$ cat src/rtl/pid_seq_if.sv
// pid_seq_if: sensor-side samples and command
// outputs of the line-follower speed sequencer.
interface pid_seq_if;
  logic        go;
  logic        line_present;
  logic [11:0] error;
  logic        error_vld;
  logic [10:0] err_sat;
  logic        err_vld;
  logic        moving;
  logic [10:0] frwrd_spd;

  modport master (
    output go, line_present, error, error_vld,
    input  err_sat, err_vld, moving, frwrd_spd
  );

  modport slave (
    input  go, line_present, error, error_vld,
    output err_sat, err_vld, moving, frwrd_spd
  );
endinterface

$ cat src/rtl/pid_seq.sv
// pid_seq: steering-error saturation plus the
// forward-speed ramp / line-loss sequencer.
module pid_seq #(
  parameter logic [10:0] RAMP_STEP = 11'h040,
  parameter logic [10:0] MAX_SPD   = 11'h300,
  parameter int unsigned LOST_CYC  = 4
) (
  input  logic     clk,
  input  logic     rst_n,
  pid_seq_if.slave bus
);

  typedef enum logic [1:0] {
    IDLE,
    RAMP,
    RUN,
    LOST
  } state_e;

  localparam logic [2:0] LOST_N = 3'(LOST_CYC);

  state_e      state_q, state_d;
  logic [10:0] spd_q, spd_d;
  logic [2:0]  cnt_q, cnt_d, cnt_smp;
  logic        moving_q, moving_d;
  logic [10:0] sat_q, sat_d;
  logic        vld_q;

  logic        smp;
  logic        lp;
  logic        hit;
  logic [11:0] up;
  logic [11:0] dn;
  logic [10:0] ramp_v;
  logic [10:0] fall_v;

  assign smp = bus.error_vld;
  assign lp  = bus.line_present;

  // Clamp the 12-bit signed error into 11 bits
  always_comb begin
    sat_d = bus.error[10:0];
    unique case (1'b1)
      (!bus.error[11] && bus.error[10]):
        sat_d = 11'h3FF;
      (bus.error[11] && !bus.error[10]):
        sat_d = 11'h400;
      default: ;
    endcase
  end

  // Saturated error register and its valid pulse
  always_ff @(posedge clk or negedge rst_n) begin
    if (!rst_n) begin
      sat_q <= '0;
      vld_q <= 1'b0;
    end else begin
      vld_q <= smp;
      if (smp) sat_q <= sat_d;
    end
  end

  // Speed arithmetic, widened to catch carry/borrow
  always_comb begin
    up      = {1'b0, spd_q} + {1'b0, RAMP_STEP};
    dn      = {1'b0, spd_q} - {1'b0, RAMP_STEP};
    ramp_v  = (up >= {1'b0, MAX_SPD}) ?
              MAX_SPD : up[10:0];
    fall_v  = dn[11] ? 11'h000 : dn[10:0];
    cnt_smp = lp ? 3'd0 :
              (cnt_q == LOST_N) ? cnt_q :
              cnt_q + 3'd1;
    hit     = !lp && (cnt_smp == LOST_N);
  end

  // Sequencer next state; go low wins over all
  always_comb begin
    state_d = state_q;
    spd_d   = spd_q;
    cnt_d   = cnt_q;
    unique case (state_q)
      IDLE: begin
        spd_d = '0;
        cnt_d = '0;
        if (lp) state_d = RAMP;
      end
      RAMP: begin
        if (smp) begin
          cnt_d = cnt_smp;
          if (hit) begin
            state_d = LOST;
          end else begin
            spd_d = ramp_v;
            if (ramp_v == MAX_SPD) state_d = RUN;
          end
        end
      end
      RUN: begin
        spd_d = MAX_SPD;
        if (smp) begin
          cnt_d = cnt_smp;
          if (hit) state_d = LOST;
        end
      end
      LOST: begin
        if (smp) begin
          cnt_d = cnt_smp;
          if (lp) begin
            state_d = RAMP;
          end else begin
            spd_d = fall_v;
            if (fall_v == '0) state_d = IDLE;
          end
        end
      end
      default: state_d = IDLE;
    endcase
    if (!bus.go) begin
      state_d = IDLE;
      spd_d   = '0;
      cnt_d   = '0;
    end
    moving_d = (state_d != IDLE);
  end

  // Sequencer state, speed, loss count, motion flag
  always_ff @(posedge clk or negedge rst_n) begin
    if (!rst_n) begin
      state_q  <= IDLE;
      spd_q    <= '0;
      cnt_q    <= '0;
      moving_q <= 1'b0;
    end else begin
      state_q  <= state_d;
      spd_q    <= spd_d;
      cnt_q    <= cnt_d;
      moving_q <= moving_d;
    end
  end

  assign bus.err_sat   = sat_q;
  assign bus.err_vld   = vld_q;
  assign bus.moving    = moving_q;
  assign bus.frwrd_spd = spd_q;

endmodule

$ cat src/flat_wrapper.sv
// flat-port wrapper written by rule: the top's interface ports become plain ports
module pid_seq_flat 
#(
  parameter logic [10:0] RAMP_STEP = 11'h040,
  parameter logic [10:0] MAX_SPD   = 11'h300,
  parameter int unsigned LOST_CYC  = 4
)
  (clk, rst_n, bus_go, bus_line_present, bus_error, bus_error_vld, bus_err_sat, bus_err_vld, bus_moving, bus_frwrd_spd);
  pid_seq_if bus_i ();
  input  logic clk;
  input  logic rst_n;
  input wire logic [$bits(bus_i.go)-1:0] bus_go;
  input wire logic [$bits(bus_i.line_present)-1:0] bus_line_present;
  input wire logic [$bits(bus_i.error)-1:0] bus_error;
  input wire logic [$bits(bus_i.error_vld)-1:0] bus_error_vld;
  output wire logic [$bits(bus_i.err_sat)-1:0] bus_err_sat;
  output wire logic [$bits(bus_i.err_vld)-1:0] bus_err_vld;
  output wire logic [$bits(bus_i.moving)-1:0] bus_moving;
  output wire logic [$bits(bus_i.frwrd_spd)-1:0] bus_frwrd_spd;
  assign bus_i.go = bus_go;
  assign bus_i.line_present = bus_line_present;
  assign bus_i.error = bus_error;
  assign bus_i.error_vld = bus_error_vld;
  assign bus_err_sat = bus_i.err_sat;
  assign bus_err_vld = bus_i.err_vld;
  assign bus_moving = bus_i.moving;
  assign bus_frwrd_spd = bus_i.frwrd_spd;
  pid_seq #(.RAMP_STEP(RAMP_STEP), .MAX_SPD(MAX_SPD), .LOST_CYC(LOST_CYC)) u_core (.clk(clk), .rst_n(rst_n), .bus(bus_i));
endmodule
$ cat config.mk
export PLATFORM = sky130hd
export DESIGN_NAME = pid_seq_flat
export DESIGN_NICKNAME = d
export VERILOG_FILES = /design/src/rtl/pid_seq_if.sv /design/src/rtl/pid_seq.sv /design/src/flat_wrapper.sv
export SDC_FILE = /design/constraint.sdc
export NUM_CORES = 1
export LEC_CHECK = 0
export CORE_MARGIN = 2
export CORE_UTILIZATION = 30
export DETAILED_ROUTE_END_ITERATION = 8
export PLACE_DENSITY_LB_ADDON = 0.05
export SKIP_LAST_GASP = 1
export SLEW_MARGIN = 10
export SYNTH_ARGS = -nofsm -noshare
export SYNTH_HDL_FRONTEND = slang
export SYNTH_SLANG_ARGS = --single-unit
$ cat constraint.sdc
create_clock -name clk -period 2.5 [get_ports clk]
set_input_delay 0.375 -clock clk [delete_from_list [all_inputs] [get_ports clk]]
set_output_delay 0.375 -clock clk [all_outputs]
set_load 0.1 [all_outputs]
==> results.sh, run 1 <==
export IMPL_status="finished, final reports clean"
export IMPL_fin_setup_tns_ns=0
export IMPL_post_route_util_pct=40.2
export IMPL_ys_types=49
export IMPL_hold_viol_final=0
export IMPL_synth_xor_area_share_pct=0
export IMPL_ctsRootBufferMaster="clkbuf_8"
export IMPL_ir_drop_v=0.000289
export IMPL_p_per_area_nw_per_um2=605
export IMPL_drc=0
export IMPL_synth_most_common_cell="dfrtp_1"
export IMPL_async_reset_ff_share_pct=100
export IMPL_fp_dieArea_um2=6150
export IMPL_synth_edf_count=0
export IMPL_max_slew_margin_pct=72.2
export IMPL_drive_gt1_share_pct=20.6
export IMPL_crit_path_start_kind="register"
export IMPL_grt_pass1_wl_um=7250
export IMPL_antenna_cells=0
export IMPL_r2r_end="u_core.state_q[0]"
export IMPL_yosys_mux_area_fraction_pct=1.28
export IMPL_synthFlopType="dfrtp_1"
export IMPL_place_gp_congestion=0.867
export IMPL_die_y_um=78.4
export IMPL_h_tree_depth=2
export IMPL_reg2reg_from="u_core.bus.frwrd_spd[6]"
export IMPL_power_leakage_nw=0.961
export IMPL_netlist_area_um2=1660
export IMPL_yosys_warnings=0
export IMPL_clockBufferDepth=2
export IMPL_grt_usage_pct=15.1
export IMPL_switching_share_pct=36.6
export IMPL_max_cap_violations=0
export IMPL_synthSimpleGateAreaFrac_pct=18.6
export IMPL_synth_area_per_cell_um2=8.97
export IMPL_worst_r2r_path_depth=7
export IMPL_path_class="register to register"
export IMPL_regArea_um2=731
export IMPL_gr_total_overflow=0
export IMPL_cts_tree="built"
export IMPL_area_growth_pct=31.6
export IMPL_die_w_um=78.4
export IMPL_finalMaxSlewViolations=0
export IMPL_skew_ns=0.0146
export IMPL_synth_top_family_by_area="compound AO/OA/AOI/OAI gates"
export IMPL_synth_top_cells_by_count="29 x dfrtp_1, 28 x a21oi_1, 22 x nor2_1, 11 x inv_1, 9 x nand2_1"
export IMPL_clock_latency_ns=0.28
export IMPL_routedWlPerCell_um=14.9
export IMPL_cp_cell_sequence="inv_1, ha_1, or4b_1, nor4b_1, o221a_1, a31o_1, a211oi_1"
export IMPL_fin_crit_sh_pct=90.6
export IMPL_nets=250
export IMPL_hold_path_class="input pin to async pin"
export IMPL_syn_inst=185
export IMPL_vias=1574
export IMPL_end_kind="register"
export IMPL_tightest_slew_ns=0.407
export IMPL_cp_arrival_ns=2.43
export IMPL_path_clk_slew_ns=0.08
export IMPL_p_int_w=0.000839
export IMPL_initial_utilization_pct=30.5
export IMPL_yosys_area_share_adder_pct=4.52
export IMPL_yosysTopAreaCell="dfrtp_1"
export IMPL_rows=27
export IMPL_crit_fanout=10
export IMPL_grt_pass1_vias=1474
export IMPL_cts_repair_resized=0
export IMPL_core_um2=5440
export IMPL_viasPerCell=5.25
export IMPL_required_ns=2.66
export IMPL_p_sw_w=0.000483
export IMPL_fmax_mhz=441
export IMPL_dp_worst_setup_slack_ns=0.256
export IMPL_hold_buffers=0
export IMPL_cts_buffers=5
export IMPL_max_stage_delay_ns=0.48
export IMPL_crit_buf_inv=1
export IMPL_multi_input_area_um2=828
export IMPL_synth_seq_cells=29
export IMPL_cp_slowest_cell="dfrtp_4"
export IMPL_r2r_slack_ns=0.23
export IMPL_stdcell_count=300
export IMPL_ant_nets=0
export IMPL_fin_crit_ns=2.27
export IMPL_hpwl_um=3190
export IMPL_synth_area_top_cells="dfrtp_1 44%, a21oi_1 8.4%, nor2_1 5.0%"
export IMPL_cts_setup_buffers=0
export IMPL_synth_top_area_share_pct=43.7
export IMPL_place_inst=292
export IMPL_syn_num_nets=208
export IMPL_drt_iter0_markers=115
export IMPL_fin_hold_ws_ns=0.479
export IMPL_rsz0062_at_grt="false"
export IMPL_ios=41
export IMPL_clock_power_share_pct=32.9
export IMPL_crit_family="simple AND/OR/NAND/NOR gates"
export IMPL_wirelength_um=4460
export IMPL_port_buffers=40
export IMPL_antenna_found_initial=0
export IMPL_combPwrFrac_pct=27.9
export IMPL_p_seq_share_pct=39.3
export IMPL_fillerInstances=559
export IMPL_yosysSeqAreaShare_pct=43.7
export IMPL_fin_ws_ns=0.234
export IMPL_grt_max_degree=30
export IMPL_dr_pass1_iters=4
export IMPL_synth_compound_area_share_pct=25.5
export IMPL_clkSinkCount=29
export IMPL_setup_viol=0
==> routing by layer <==
metal | vias up | GRT usage [%] | part of all wire [%]
met2 | 58 | 24.3 | 46
met1 | 749 | 20.2 | 47
met5 | - | 0 | 0
met3 | 8 | 4.25 | 6.0
met4 | 0 | 3.86 | 1.2
li1 | 759 | - | -
==> through the flow <==
step           instance area, um^2  power (W)
4_1_cts                       2180    0.00134
5_1_grt                       2180    0.00139
6_report                      2180    0.00132
3_3_place_gp                  2080   0.000896
2_1_floorplan                 1670   0.000789
3_5_place_dp                  2080   0.000898
==> worst max-delay path by stage <==
| stage | from | endpoint | slack (ns) | cells past startpoint |
|---|---|---|---|---|
| global placement | u_core.bus.frwrd_spd[6] | u_core.state_q[0] | 0.31 | 7 |
| CTS | u_core.bus.frwrd_spd[6] | u_core.state_q[0] | 0.24 | 7 |
| global route | u_core.bus.frwrd_spd[7] | u_core.state_q[0] | 0.10 | 7 |
| detailed placement | u_core.bus.frwrd_spd[6] | u_core.state_q[0] | 0.26 | 7 |
| finish | u_core.bus.frwrd_spd[6] | u_core.state_q[0] | 0.23 | 7 |
| floorplan | u_core.bus.frwrd_spd[6] | u_core.state_q[0] | 0.09 | 8 |
==> placed cells by master (no fill, tap or decap), types with 2 or more instances in the layout <==
cell and n:
a211oi_1 5, a21o_1 2, a21oi_1 28, a311o_1 2
a311oi_1 2, a31oi_1 2, and3_1 7, buf_4 30
clkbuf_8 7, clkdlybuf4s50_1 16, dfrtp_1 27, ha_1 6
inv_1 11, inv_2 2, nand2_1 9, nand3_1 6
nand3b_1 3, nor2_1 22, nor2b_1 2, nor3_1 3
o211ai_1 2, o21ai_0 5, o31ai_1 3
==> cell type report <==
class	instances	share of cell area (%)
Clock inverter	1	0.229
Sequential cell	29	33.4
Clock buffer	7	4.41
Timing Repair Buffer	46	17.6
Multi-Input combinational cell	132	37.9
Tap cell	72	4.12
Inverter	13	2.23
==> flip-flops by register name, indices dropped and copies added (netlist names) <==
name	flops
u_core.bus.frwrd_spd	11
u_core.bus.moving	1
u_core.cnt_q	3
u_core.bus.err_sat	11
u_core.bus.err_vld	1
u_core.state_q	2
==> power by group through the flow <==
stage | sequential (W) | clock, W | combinational (W)
3_5_place_dp | 0.000527 | 0 | 0.000371
3_3_place_gp | 0.000526 | 0 | 0.000370
4_1_cts | 0.000519 | 0.000448 | 0.000372
6_report | 0.000519 | 0.000435 | 0.000368
5_1_grt | 0.000522 | 0.000477 | 0.000388
2_1_floorplan | 0.000708 | 0 | 0.0000811
==> logic make-up (layout without fill, tap and decap cells) <==
logic type,after synthesis,after routing
compound gates,63,63
fa+ha+maj,6,6
buf+inv,24,67
flops,29,29
mux,2,2
simple gates,61,61
No activity file was read; power rests on OpenSTA's default activity.
==> inputs of run 2 (changes only) <==
- GPL_ROUTABILITY_DRIVEN: unset -> 0
==> results of run 2 <==
Same layout as run 1: the final DEF is identical, and so are final timing and power.
==> inputs of run 3 (changes only) <==
--- a/config.mk
+++ b/config.mk
@@ -6,4 +6,5 @@
 export NUM_CORES = 1
 export LEC_CHECK = 0
+export ABC_CLOCK_PERIOD_IN_PS = 2500
 export CORE_MARGIN = 2
 export CORE_UTILIZATION = 30
==> constraint.sdc (replaced) <==
create_clock -name clk -period 2.5 [get_ports clk]
set_input_delay 0.375 -clock clk [delete_from_list [all_inputs] [get_ports clk]]
set_output_delay 0.375 -clock clk [all_outputs]
set_load 0.005 [all_outputs]
==> run 3 against run 2 <==
Compared with the run above:
- combinational power down 49%
- clock skew down 0.012 ns
- sequential cell count unchanged
- routed wire length down 4.8%
- power down 17%
- critical path depth unchanged
- non-clock buffer count down 1
- worst setup slack worse by 0.052 ns
- die area unchanged
- cell area up 1.7%
- clock-buffer cell count down 1
- utilization up 0.67 points
- critical path type unchanged
- largest power group unchanged
- highest routed layer unchanged
==> results.sh, run 3 (same netlist as run 1, synthesis figures left out) <==
export IMPL_cp_arrival_ns=2.47
export IMPL_grt_pass1_vias=1548
export IMPL_hold_path_class="input pin to async pin"
export IMPL_max_slew_margin_pct=70.6
export IMPL_end_kind="register"
export IMPL_routedWlPerCell_um=14.2
export IMPL_grt_max_degree=30
export IMPL_cts_buffers=5
export IMPL_wirelength_um=4240
export IMPL_skew_ns=0.00267
export IMPL_p_per_area_nw_per_um2=493
export IMPL_place_inst=291
export IMPL_crit_path_start_kind="register"
export IMPL_path_class="register to register"
export IMPL_crit_buf_inv=1
export IMPL_hold_buffers=0
export IMPL_final_common_cell="clkdlybuf4s50_1"
export IMPL_fp_dieArea_um2=6150
export IMPL_stdcell_count=298
export IMPL_vias=1584
export IMPL_area_growth_pct=33.8
export IMPL_cts_repair_resized=0
export IMPL_gr_total_overflow=0
export IMPL_fin_crit_sh_pct=92.7
export IMPL_hold_viol_final=0
export IMPL_clock_latency_ns=0.27
export IMPL_die_y_um=78.4
export IMPL_cp_slowest_cell="dfrtp_1"
export IMPL_dp_worst_setup_slack_ns=0.188
export IMPL_fmax_mhz=431
export IMPL_drt_iter0_markers=194
export IMPL_dr_pass1_iters=4
export IMPL_crit_fanout=9
export IMPL_fin_ws_ns=0.182
export IMPL_fin_setup_tns_ns=0
export IMPL_port_buffers=40
export IMPL_tightest_slew_ns=0.441
export IMPL_path_clk_slew_ns=0.06
export IMPL_max_cap_violations=0
export IMPL_layout_common_cells="40 x clkdlybuf4s50_1, 29 x dfrtp_1, 28 x a21oi_1"
export IMPL_cts_tree="built"
export IMPL_initial_utilization_pct=30.5
export IMPL_ant_nets=0
export IMPL_ctsRootBufferMaster="clkbuf_8"
export IMPL_antenna_cells=0
export IMPL_antenna_found_initial=0
export IMPL_required_ns=2.65
export IMPL_die_w_um=78.4
export IMPL_h_tree_depth=2
export IMPL_post_route_util_pct=40.8
export IMPL_ios=41
export IMPL_viasPerCell=5.32
export IMPL_status="finished, final reports clean"
export IMPL_rows=27
export IMPL_fin_crit_ns=2.32
export IMPL_finalMaxSlewViolations=0
export IMPL_crit_family="simple AND/OR/NAND/NOR gates"
export IMPL_drc=0
export IMPL_grt_pass1_wl_um=7260
export IMPL_rsz0062_at_grt="false"
export IMPL_cp_cell_sequence="inv_1, ha_1, or4b_1, nor4b_1, o221a_1, a31o_1, a211oi_1"
export IMPL_power_leakage_nw=0.914
export IMPL_cts_setup_buffers=0
export IMPL_clkSinkCount=29
export IMPL_core_um2=5440
export IMPL_total_power_w=0.00110
export IMPL_drive_gt1_share_pct=8.41
export IMPL_max_stage_delay_ns=0.49
export IMPL_clockBufferDepth=2
export IMPL_nets=249
export IMPL_hpwl_um=3120
export IMPL_ir_drop_v=0.000287
export IMPL_grt_usage_pct=14.9
export IMPL_setup_viol=0
==> run 3: cell count changes in the layout (fill, tap and decap cells not counted), sizes merged <==
cell,delta
clkinvlp,+1
clkbuf,-1
clkinv,-1
clkdlybuf4s50,+24
buf,-25
==> run 3: final timing paths <==
check                                              from                     to  slack [ns]  cells past startpoint
worst min register to register    u_core.bus.err_sat[9]  u_core.bus.err_sat[9]        0.53                      2
min in group clk                  u_core.bus.err_sat[9]  u_core.bus.err_sat[9]        0.53                      2
worst max register to register  u_core.bus.frwrd_spd[7]      u_core.state_q[0]        0.18                      7
worst max-delay path            u_core.bus.frwrd_spd[7]      u_core.state_q[0]        0.18                      7
worst min-delay path                              rst_n        u_core.cnt_q[2]        0.49                      2
max in group asynchronous                         rst_n  u_core.bus.err_sat[1]        1.74                      2
==> run 3: metal layers <==
layer,global-route usage (%),part of all wire (%),vias up
met5,0,0,-
met4,5.61,2.1,0
met3,3.79,5.6,11
met2,22.8,47,57
met1,20.3,46,753
li1,-,-,763
==> run 3: through the flow <==
step | hold WS, ns | cell area, um^2
floorplan | 0.0794 | 1660
global placement | 0.506 | 2130
detailed placement | 0.523 | 2130
CTS | 0.510 | 2220
global route | 0.516 | 2220
finish | 0.485 | 2220
==> run 3: area by class of cell <==
type,count,area [um^2]
inverter,13,48.8
fill,560,3220
clock inverter,1,7.51
tap,72,90.1
multi-input combinational,132,828
sequential,29,726
clock buffer,6,82.6
timing repair buffer,45,438
==> run 3: worst register-to-register path, cell delays in order, from the launching register on <==
cell and delay [ns]:
dfrtp_1 0.49, inv_1 0.13, ha_1 0.33, or4b_1 0.44, nor4b_1 0.31, o221a_1 0.27
a31o_1 0.17, a211oi_1 0.05
==> run 3: power by group <==
part	switching, W	internal, W
Sequential	0.0000216	0.000496
Combinational	0.0000850	0.000103
Clock	0.000173	0.000217
